==> src/rtl/alu.sv <==
// alu: 32-bit MIPS execute-stage ALU (ADD/SUB/OR/SLT) with a registered result/flag copy.
// Define ALU_OVF_STICKY_EN to build the sticky overflow flag; otherwise ovf_sticky is tied to 0.
module alu (
    input  logic        clk,
    input  logic        rst_n,
    input  logic [31:0] a,
    input  logic [31:0] b,
    input  logic [1:0]  sel,
    input  logic        en,
    input  logic        ovf_clr,
    output logic [31:0] out,
    output logic        zero,
    output logic        ge_than_zero,
    output logic        overflow,
    output logic [31:0] out_q,
    output logic        zero_q,
    output logic        ge_q,
    output logic        ovf_q,
    output logic        ovf_sticky
);
    localparam logic [1:0] ALU_SEL_ADD = 2'b00;
    localparam logic [1:0] ALU_SEL_SUB = 2'b01;
    localparam logic [1:0] ALU_SEL_OR  = 2'b10;

    logic [31:0] sum;
    logic [31:0] diff;
    logic        lt;

    assign sum  = a + b;
    assign diff = a - b;
    // True signed compare, immune to the wrap of a-b.
    assign lt   = $signed(a) < $signed(b);

    always_comb begin
        out          = sel == ALU_SEL_ADD ? sum :
                       sel == ALU_SEL_SUB ? diff :
                       sel == ALU_SEL_OR  ? (a | b) : {31'd0, lt};
        overflow     = sel == ALU_SEL_ADD && a[31] == b[31] && sum[31] != a[31];
        zero         = out == 32'd0;
        ge_than_zero = ~out[31];
    end

    always_ff @(posedge clk or negedge rst_n) begin
        if (!rst_n) begin
            out_q  <= 32'd0;
            zero_q <= 1'b0;
            ge_q   <= 1'b0;
            ovf_q  <= 1'b0;
        end else if (en) begin
            out_q  <= out;
            zero_q <= zero;
            ge_q   <= ge_than_zero;
            ovf_q  <= overflow;
        end
    end

`ifdef ALU_OVF_STICKY_EN
    always_ff @(posedge clk or negedge rst_n) begin
        if (!rst_n)
            ovf_sticky <= 1'b0;
        else if (ovf_clr)
            ovf_sticky <= 1'b0;
        else if (en && overflow)
            ovf_sticky <= 1'b1;
    end
`else
    logic unused_clr;
    assign unused_clr = ovf_clr;
    assign ovf_sticky = 1'b0;
`endif
endmodule

==> config.mk <==
export PLATFORM = sky130hd
export DESIGN_NAME = alu
export DESIGN_NICKNAME = d
export VERILOG_FILES = /design/src/rtl/alu.sv
export SDC_FILE = /design/constraint.sdc
export NUM_CORES = 1
export LEC_CHECK = 0
export BUFFER_PORTS_ARGS = -buffer_cell sky130_fd_sc_hd__buf_2
export CORE_UTILIZATION = 51
export DETAILED_ROUTE_END_ITERATION = 10
export GPL_ROUTABILITY_DRIVEN = 0
export PLACE_DENSITY = 0.79
export SYNTH_ARGS = -nofsm -noshare
export SYNTH_HDL_FRONTEND = slang
export SYNTH_SLANG_ARGS = --single-unit
export TNS_END_PERCENT = 50
==> constraint.sdc <==
create_clock -name clk -period 4.1 [get_ports clk]
set_clock_uncertainty 0.05 [all_clocks]
set_input_delay 0.82 -clock clk [delete_from_list [all_inputs] [get_ports clk]]
set_output_delay 0.82 -clock clk [all_outputs]
set_load 0.05 [all_outputs]
==> results of run 1 <==
==> synthesized netlist by cell type (13+ instances only) <==
| library cell | n | area, um^2 |
|---|---|---|
| nor2_1 | 74 | 277.8 |
| ha_1 | 95 | 1189 |
| o31ai_1 | 19 | 142.6 |
| a31oi_1 | 17 | 106.4 |
| inv_1 | 101 | 379.1 |
| a21oi_1 | 81 | 405.4 |
| nand2_1 | 51 | 191.4 |
| dfrtp_1 | 35 | 875.8 |
| nor3_1 | 27 | 135.1 |
| nand4_1 | 16 | 100.1 |
| nand3_1 | 18 | 90.09 |
| clkbuf_1 | 30 | 112.6 |
| o21ai_0 | 41 | 205.2 |
| nor4_1 | 13 | 81.33 |
| mux2_2 | 25 | 281.5 |
| xnor2_1 | 20 | 175.2 |
==> repair_timing <==
| action | in CTS |
|---|---|
| resized for setup | 203 |
| pin swaps | 45 |
| hold endpoints to repair | 0 |
| setup endpoints to repair | 28 |
| buffers inserted | 48 |
==> per-stage QoR <==
step | instances | utilization [%] | instance area (um^2) | hold WS (ps)
after detailed placement | 1401 | 81.09 | 9457 | 415.9
after CTS | 1446 | 92.98 | 10840 | 430.2
after floorplan | 848 | - | 6389 | 474.4
after global placement | 1401 | 81.09 | 9457 | 408.2
==> cell families after synthesis <==
kind of cell / after synthesis
AOI/OAI and AO/OA: 266
xor gates and xnor gates: 22
adders and majority gates: 97
buffers and inverters: 158
DFF: 35
muxes: 31
other: 1
and+or+nand+nor: 238
==> per-layer routing <==
layer	GRT overflow	GRT usage, %
met1	5	81.85
met2	259	105.5
met3	7	65.71
met4	150	93.96
met5	0	29.02
==> out/qor.yml, run 1 <==
synthesis:
  yosys.area_share.simple_pct: 18.76
  synth_top_family_by_area: "compound AO/OA/AOI/OAI gates"
  ys_seq_area_share_pct: 14.09
  synthFlopType: "dfrtp_1"
  syn_area_um2: 6217
  avgSynthCellArea_um2: 7.332
  synth-edff-count: 0
  yosys_warnings: 0
  syn_nets: 1015
  yosys-mux-area-fraction_pct: 5.494
  syn_inst: 848
  synth_xor_area_share_pct: 3.099
  synth_compound_area_share_pct: 28.40
  ys_ff_latch: 35
  synth_cell_types: 80
  synthAdderAreaFrac_pct: 19.76
  async_flop_share_pct: 100.0
die:
  rows: 39
  die_h_um: 112.4
  dieWidth_um: 112.4
  pin_count: 141
  initial_core_util_pct: 53.31
clock_tree:
  cts_root_buffer: "clkbuf_16"
  cts_sinks: 35
  htreeDepth: 2
  cts_inserted_buffers: 5
  ctsHoldBuffers: 0
  cts.path.max_buffers: 2
place:
  numPortBuffers: 138
  place_hpwl_um: 21980
  dp_slack_ps: -1093
grt:
  gr-total-overflow: 421
  grt_pass1_vias: 12890
  grt_pass1_wl_um: 82800
  grt_max_degree: 36
  grtUsageTotal_pct: 85.03
outcome:
  tool.error: "[ERROR GRT-0116] Global routing finished with congestion. Check the congestion regions in the DRC Viewer."
  status: "aborted with a tool error"
  failed_stage: "global routing"
==> inputs of run 2 (changes only) <==
CORE_UTILIZATION = 40   (was 51)
PLACE_DENSITY = default   (was 0.79)
PLACE_DENSITY_LB_ADDON = 0.15   (was default)
clock period = 5.3 ns   (was 4.1 ns; I/O delays follow)
==> run 2 against run 1 <==
The flow now finishes, with violations (negative setup slack). Area after synthesis unchanged. Synthesized cell count unchanged.
==> out/qor.yml, run 2 <==
finish:
  final_cell_mix: "buf_4 (287), buf_2 (131), inv_1 (92)"
  final_nets: 1401
  antenna_cells: 0
  area_delta_synth_final_pct: 57.09
  design_area_um2: 9767
  n_fill_cell: 1371
  regMostFlops: "out_q"
  final_common_cell: "buf_4"
  drive_above_1_share_pct: 44.53
  largest_reg_flops: 32
worst_setup_path:
  path_max_fanout: 5
  crit_required_ps: 4190
  cp-start-kind: "input pin"
  r2r_setup_slack_ps: 4470
  cp-end-kind: "output port"
  cp.arrival_ps: 4310
  criticalPathCategory: "input pin to output port"
sta:
  fin_crit_ps: 5419
  fin_crit_sh_pct: 102.2
  slew_headroom_pct: 39.67
  finalSetupViolCount: 2
  worst_slew_pin_slew_ps: 905.0
  rsz0062_at_grt: "yes"
  finalHoldViolCount: 0
  finalMaxSlewViolations: 0
  finalWorstSetupSlack_ps: -119.2
  fmaxAchievable_mhz: 184.5
  tns_ps: -163.1
outcome:
  violations: "negative setup slack"
  status: "complete, but fails checks"
grt:
  gr-total-overflow: 0
  grt_pass1_wl_um: 38280
  antenna_found_initial: 0
  grtUsageTotal_pct: 30.02
  grt_max_degree: 45
  grt_pass1_vias: 7598
drt:
  wl_um: 24360
  avgRoutedWirePerCell_um: 17.12
  num_vias: 7954
  ant_nets: 0
  vias_per_cell: 5.590
  drc: 0
  first_iter_violations: 670
  dr.pass1.iters: 7
die:
  core_region_area_um2: 15200
  dieWidth_um: 126.7
  rows: 45
  dieArea_um2: 16050
  pin_count: 141
  initial_core_util_pct: 40.90
  die_h_um: 126.7
synthesis:
  synth_cell_types: 80
  syn_nets: 1015
  synth_area_leaders: "ha_1 (19%), dfrtp_1 (14%), a21oi_1 (6.5%)"
  async_flop_share_pct: 100.0
  yosys_warnings: 0
  syn_area_um2: 6217
  yosys.area.top_type: "ha_1"
  synth-edff-count: 0
  ys_seq_area_share_pct: 14.09
  synthTopCellsByCount: "inv_1 (101), ha_1 (95), a21oi_1 (81), nor2_1 (74), nand2_1 (51)"
  synthFlopType: "dfrtp_1"
  syn_inst: 848
  ys_ff_latch: 35
  yosys.area.top_type_share_pct: 19.12
  avgSynthCellArea_um2: 7.332
  synth.most_common_cell: "inv_1"
clock_tree:
  clock_latency_ps: 270
  ctsHoldBuffers: 0
  clk_pin_slew_ps: 50
  cts.path.max_buffers: 2
  htreeDepth: 2
  cts_tree: "done"
  cts_sinks: 35
  cts_inserted_buffers: 5
  cts_root_buffer: "clkbuf_16"
place:
  numPortBuffers: 138
  placed_area_um2: 8900
  place_hpwl_um: 19450
  dp_slack_ps: -507.1
power:
  power_density_nw_per_um2: 213.3
  p_leak_uw: 0.004917
  vdd_drop_max_mv: 0.1329
job:
  drv_cap: 0
worst_hold_path:
  min_path_type: "register to register"
## run 2: cell counts after synthesis
No cell type changed its count.
## run 2: worst max-delay path, cell delays in order
cell and delay [ps]:
buf_2 110, inv_2 70, ha_4 210, buf_6 120
o211a_2 230, o31a_1 190, o21ai_1 150, or3b_4 440
a21bo_4 260, a211o_1 310, a211oi_4 290, nand2_2 110
nor4_4 300, nand3_2 130, nor3_4 140, buf_6 180
## run 2: repair_timing
item	4_1_cts	5_1_grt
setup endpoints to repair	4	6
buffers inserted	34	5
pin swaps	35	26
endpoints found under the hold margin	0	0
resized for setup	57	38
## run 2: stage by stage
step                power [uW]  utilization, %  hold slack, ps  cells
floorplan                 1142               -           697.8    848
finish                    2083           64.25           447.2   1423
global route              2193           64.25           463.9   1423
CTS                       2028           62.86           427.4   1419
detailed placement        1671           58.54           416.8   1377
global placement          1660           58.54           407.4   1377
## run 2: worst paths after layout
path | start | endpoint | cells after the start
setup / recovery | b[3] | zero | 16
max in group asynchronous | rst_n | out_q[24] | 1
hold / removal | out_q[25] | out_q[25] | 1
setup reg to reg | out_q[14] | out_q[14] | 1
hold reg to reg | out_q[25] | out_q[25] | 1
min in group asynchronous | rst_n | out_q[27] | 1
## run 2: power by group
group	switching, uW	total (uW)	internal [uW]
clock	103	276	173
sequential	22.5	336	314
combinational	889	1470	581
## run 2: layer usage
layer  up-vias  GRT usage (%)  part of all wire (%)
li1       3799              -                     -
met1      3715          37.88                    41
met2       359          51.93                    48
met3        81          2.531                   5.7
met4         0          14.08                   5.0
met5         -              0                     0
## run 2: final cells by class
class	instances	area (um^2)	share of cell area (%)
multi-input combinational	655	5149	52.72
timing repair buffer	430	2962	30.32
sequential	35	875.8	8.967
inverter	107	407.9	4.176
tap	188	235.2	2.408
clock buffer	7	132.6	1.358
clock inverter	1	5.005	0.05124
## run 2: cell families after synthesis
kind of cell	Yosys count	share of synthesized area (%)
buffers and inverters	158	10.34
xor gates and xnor gates	22	3.099
other	1	0.06032
and+or+nand+nor	238	18.76
DFF	35	14.09
adders and majority gates	97	19.76
AOI/OAI and AO/OA	266	28.40
muxes	31	5.494
No activity file was read; power rests on OpenSTA's default activity.
==> inputs of run 3 (changes only) <==
clock period = 4.7 ns   (was 5.3 ns; I/O delays follow)
==> run 3 against run 2 <==
The flow still finishes with violations (negative setup slack). Cell area increased by 10%. Power increased by 24%. Critical path depth unchanged. Clock-buffer cell count decreased by 1. Cell count increased by 4.9%. Core utilization increased by 6.6 points. First-iteration DRC count increased by 15%. Clock power increased by 41%. Sequential share of layout area decreased by 0.84 points. Largest power group unchanged. Register-to-register slack got worse by 620 ps. Worst setup slack got worse by 300 ps. Global-route usage increased by 1.3 points.
==> out/qor.yml, run 3 (same netlist as run 2, synthesis figures left out) <==
finish:
  drive_above_1_share_pct: 50.96
  regMostFlops: "out_q"
  area_delta_synth_final_pct: 73.25
  multi_input_area_um2: 5487
  n_fill_cell: 1209
  final_cell_mix: "buf_4 (352), buf_2 (120), inv_1 (89)"
  final_nets: 1471
  design_area_um2: 10770
  final_common_cell: "buf_4"
  seqCellArea_um2: 875.8
  largest_reg_flops: 32
  antenna_cells: 0
clock_tree:
  clk_pin_slew_ps: 50
  cts.path.max_buffers: 2
  htreeDepth: 2
  cts_sinks: 35
  clock_latency_ps: 280
  cts_tree: "done"
  cts_root_buffer: "clkbuf_16"
  cts_inserted_buffers: 5
  ctsHoldBuffers: 0
die:
  rows: 45
  initial_core_util_pct: 40.90
  die_h_um: 126.7
  core_region_area_um2: 15200
  dieWidth_um: 126.7
  pin_count: 141
  dieArea_um2: 16050
drt:
  vias_per_cell: 5.629
  avgRoutedWirePerCell_um: 17.28
  first_iter_violations: 773
  wl_um: 25800
  ant_nets: 0
  drc: 0
  dr.pass1.iters: 8
  num_vias: 8404
sta:
  fmaxAchievable_mhz: 195.3
  slew_headroom_pct: 41.38
  finalMaxSlewViolations: 0
  finalSetupViolCount: 5
  worst_slew_pin_slew_ps: 879.3
  finalWorstSetupSlack_ps: -421.3
  fin_crit_ps: 5121
  rsz0062_at_grt: "yes"
  tns_ps: -1120
  fin_crit_sh_pct: 109.0
  finalHoldViolCount: 0
grt:
  antenna_found_initial: 0
  grt_pass1_wl_um: 40190
  grt_max_degree: 45
  grt_pass1_vias: 8033
  gr-total-overflow: 0
  grtUsageTotal_pct: 31.33
power:
  p_leak_uw: 0.005370
  total_power_uw: 2591
  vdd_drop_max_mv: 0.1809
  power_density_nw_per_um2: 240.5
worst_setup_path:
  r2r_setup_slack_ps: 3850
  crit_required_ps: 3710
  critPathLaunch: "a[0]"
  critPathMaxStageDelay_ps: 440
  worstPathCellList: "buf_8, ha_4, inv_2, fa_2, nor2b_4, o31a_1, o21ai_1, or3b_4, a21bo_4, a211o_1, a211oi_2, nand2_2, nor4_4, nand3_2, nor3_4, buf_6"
  r2r_cells: 1
  cp-end-kind: "output port"
  cp-start-kind: "input pin"
  criticalPathCategory: "input pin to output port"
  worst_path_max_delay_cell: "or3b_4"
  path_max_fanout: 4
  cp.arrival_ps: 4130
  reg2reg_to: "out_q[14]"
  crit_path_end: "zero"
  r2r_start: "out_q[14]"
place:
  dp_slack_ps: -846.1
  place_hpwl_um: 20060
  numPortBuffers: 138
  placed_area_um2: 9383
outcome:
  status: "complete, but fails checks"
  violations: "negative setup slack"
worst_hold_path:
  min_path_type: "register to register"
job:
  drv_cap: 0
[run 3: cell count changes in the layout (fill, tap and decap cells not counted), moves of 3 or more]
cell	delta
nor2_1	-3
inv_1	-3
ha_4	+4
buf_2	-11
o21ai_0	-6
o21ai_1	+4
buf_4	+65
a21oi_1	-9
buf_8	+4
nand2_1	-3
ha_1	-6
a21oi_2	+8
buf_6	+12
[run 3: worst min-delay path by stage]
stage | endpoint | slack, ps | cells past startpoint | from
after global placement | out_q[31] | 410 | 1 | out_q[31]
after floorplan | ge_q | 590 | 0 | rst_n
after CTS | out_q[31] | 430 | 1 | out_q[31]
after global routing | out_q[31] | 450 | 1 | out_q[31]
after detailed placement | out_q[31] | 420 | 1 | out_q[31]
final | out_q[31] | 430 | 1 | out_q[31]
[run 3: power by group]
part	internal [uW]	switching [uW]
clock	264	125
sequential	353	26.9
combinational	759	1060
[run 3: layout make-up]
class | instances | area share [%]
multi-input combinational | 655 | 50.93
timing repair buffer | 500 | 33.33
sequential | 35 | 8.131
inverter | 107 | 3.810
tap | 188 | 2.184
clock buffer | 6 | 1.289
clock inverter | 2 | 0.3252
[run 3: timing repair]
| item | 4_1_cts | 5_1_grt |
|---|---|---|
| resized for setup | 104 | 91 |
| endpoints found under the setup margin | 14 | 17 |
| setup buffers | 39 | 10 |
| pin swaps | 42 | 46 |
[run 3: layer usage]
metal | routed length (um) | track usage [%] | vias up
li1 | - | - | 3950
met1 | 10380 | 38.13 | 3958
met2 | 12480 | 56.26 | 383
met3 | 1521 | 3.248 | 113
met4 | 1422 | 13.03 | 0
met5 | 0 | 0 | -
[run 3: metrics by stage]
stage | std cells | utilization (%) | hold slack, ps
after global routing | 1493 | 70.86 | 453.7
after CTS | 1488 | 68.15 | 431.4
final | 1493 | 70.86 | 429.1
after global placement | 1443 | 61.72 | 412.4
after detailed placement | 1443 | 61.72 | 420.9
after floorplan | 848 | - | 594.4
[run 3: critical path: cells and delay by family]
family,cells,cell delay [ps]
adders and majority gates,2,390
buffers and inverters,3,330
AOI/OAI and AO/OA,5,1310
and+or+nand+nor,6,1160
==> inputs of run 4 (changes only) <==
PLACE_DENSITY = 0.71   (was default)
PLACE_DENSITY_LB_ADDON = default   (was 0.15)
SETUP_SLACK_MARGIN = 0.2   (was default)
==> run 4 against run 3 <==
The flow still finishes with violations (negative setup slack). Routed wire length rose by 12%. First-iteration DRC count grew 42%. Via count up 6.2%. Largest cell class unchanged. Worst setup slack lost 140 ps. Critical endpoint unchanged.
==> out/qor.yml, run 4 (same netlist as run 2, synthesis figures left out) <==
drt:
  num_vias: 8926
  vias_per_cell: 6.043
  first_iter_violations: 1094
  avgRoutedWirePerCell_um: 19.63
  ant_nets: 0
  dr.pass1.iters: 8
  drc: 0
  wl_um: 28990
sta:
  finalSetupViolCount: 5
  slew_headroom_pct: 38.93
  fin_crit_sh_pct: 112.0
  worst_slew_pin_slew_ps: 916.0
  finalWorstSetupSlack_ps: -563.0
  finalMaxSlewViolations: 0
  fin_crit_ps: 5263
  rsz0062_at_grt: "yes"
  whs_ps: 453.4
  tns_ps: -1374
  finalHoldViolCount: 0
  fmaxAchievable_mhz: 190.0
finish:
  drive_above_1_share_pct: 52.60
  largest_reg_flops: 32
  final_cell_mix: "buf_4 (322), buf_2 (107), inv_1 (77)"
  final_common_cell: "buf_4"
  area_delta_synth_final_pct: 77.10
  final_nets: 1456
  antenna_cells: 0
  design_area_um2: 11010
  regMostFlops: "out_q"
  final-instance-count-excl-fill: 1477
grt:
  grt_pass1_vias: 8627
  grt_max_degree: 45
  grtUsageTotal_pct: 32.14
  antenna_found_initial: 0
  gr-total-overflow: 0
  grt_pass1_wl_um: 41410
job:
  drv_cap: 0
worst_setup_path:
  r2r_start: "out_q[0]"
  path_max_fanout: 5
  reg2reg_to: "out_q[0]"
  r2r_setup_slack_ps: 3840
  crit_required_ps: 3710
  cp-start-kind: "input pin"
  criticalPathCategory: "input pin to output port"
  r2r_cells: 1
  cp.arrival_ps: 4270
  cp-end-kind: "output port"
die:
  die_h_um: 126.7
  dieArea_um2: 16050
  initial_core_util_pct: 40.90
  rows: 45
  core_region_area_um2: 15200
  dieWidth_um: 126.7
  pin_count: 141
clock_tree:
  cts_inserted_buffers: 5
  ctsHoldBuffers: 0
  cts_sinks: 35
  cts_root_buffer: "clkbuf_16"
  cts.path.max_buffers: 2
  clock_latency_ps: 270
  clk_pin_slew_ps: 50
  cts_tree: "done"
  htreeDepth: 2
place:
  dp_cells: 1434
  placed_area_um2: 9422
  numPortBuffers: 138
  place_hpwl_um: 20390
power:
  p_leak_uw: 0.005318
  power_density_nw_per_um2: 238.6
  total_power_uw: 2627
  vdd_drop_max_mv: 0.1963
outcome:
  status: "complete, but fails checks"
  violations: "negative setup slack"
worst_hold_path:
  hold_path_end: "out_q[26]"
  hold-path-cell-count: 1
  hp-start: "out_q[26]"
  min_path_type: "register to register"
[run 4: metrics by stage]
stage	util [%]	setup WS [ps]
floorplan	-	-555.1
global placement	61.98	-749.2
detailed placement	61.98	-803.0
CTS	68.50	-493.1
global route	72.43	-625.1
finish	72.43	-563.0
[run 4: how the worst max path moves through the flow]
| stage | from | to | slack (ps) | depth (start not counted) |
|---|---|---|---|---|
| after floorplan | a[9] | zero | -560 | 14 |
| after global placement | a[1] | zero | -750 | 15 |
| after detailed placement | a[1] | zero | -800 | 15 |
| after CTS | b[0] | zero | -490 | 16 |
| after global routing | a[1] | zero | -630 | 15 |
| final | b[0] | zero | -560 | 16 |
[run 4: cell type report]
class	count	area (um^2)
repair buffers	485	3647
clock buffers	6	138.9
clock inverters	1	5.005
inverters	107	421.7
multi-input cells	655	5687
well taps	188	235.2
flip-flops and latches	35	875.8
fillers	1027	4192
[run 4: where the power goes]
part | total [uW] | internal [uW] | leakage (uW) | switching (uW)
logic | 1910 | 792 | 0.00482 | 1120
clock network | 333 | 207 | 0.0000727 | 126
registers | 384 | 354 | 0.000423 | 30.7
total | 2630 | 1350 | 0.00532 | 1270
[run 4: worst max-delay path, cell delays in order]
cell and delay (ps):
buf_8 100, ha_4 160, inv_2 70, fa_2 240, nor2b_4 50, o31a_1 320
o21ai_1 190, or3b_4 460, a21bo_4 260, a2111oi_4 300, or4b_1 160, o211ai_1 180
nor4_4 330, nand3_2 160, nor3_4 150, buf_6 180
[run 4: per-layer routing]
layer / share of wire [%] / routed length (um) / global-route usage, %
met1: 36 / 10530 / 37.20
met2: 47 / 13640 / 56.45
met3: 8.8 / 2544 / 3.669
met4: 7.9 / 2282 / 20.66
met5: 0 / 0 / 0
[run 4: what timing repair did]
action,in CTS,in global routing
hold endpoints to repair,0,0
pin swaps,36,53
endpoints found under the setup margin,24,23
buffers inserted,22,14
resized for setup,151,109
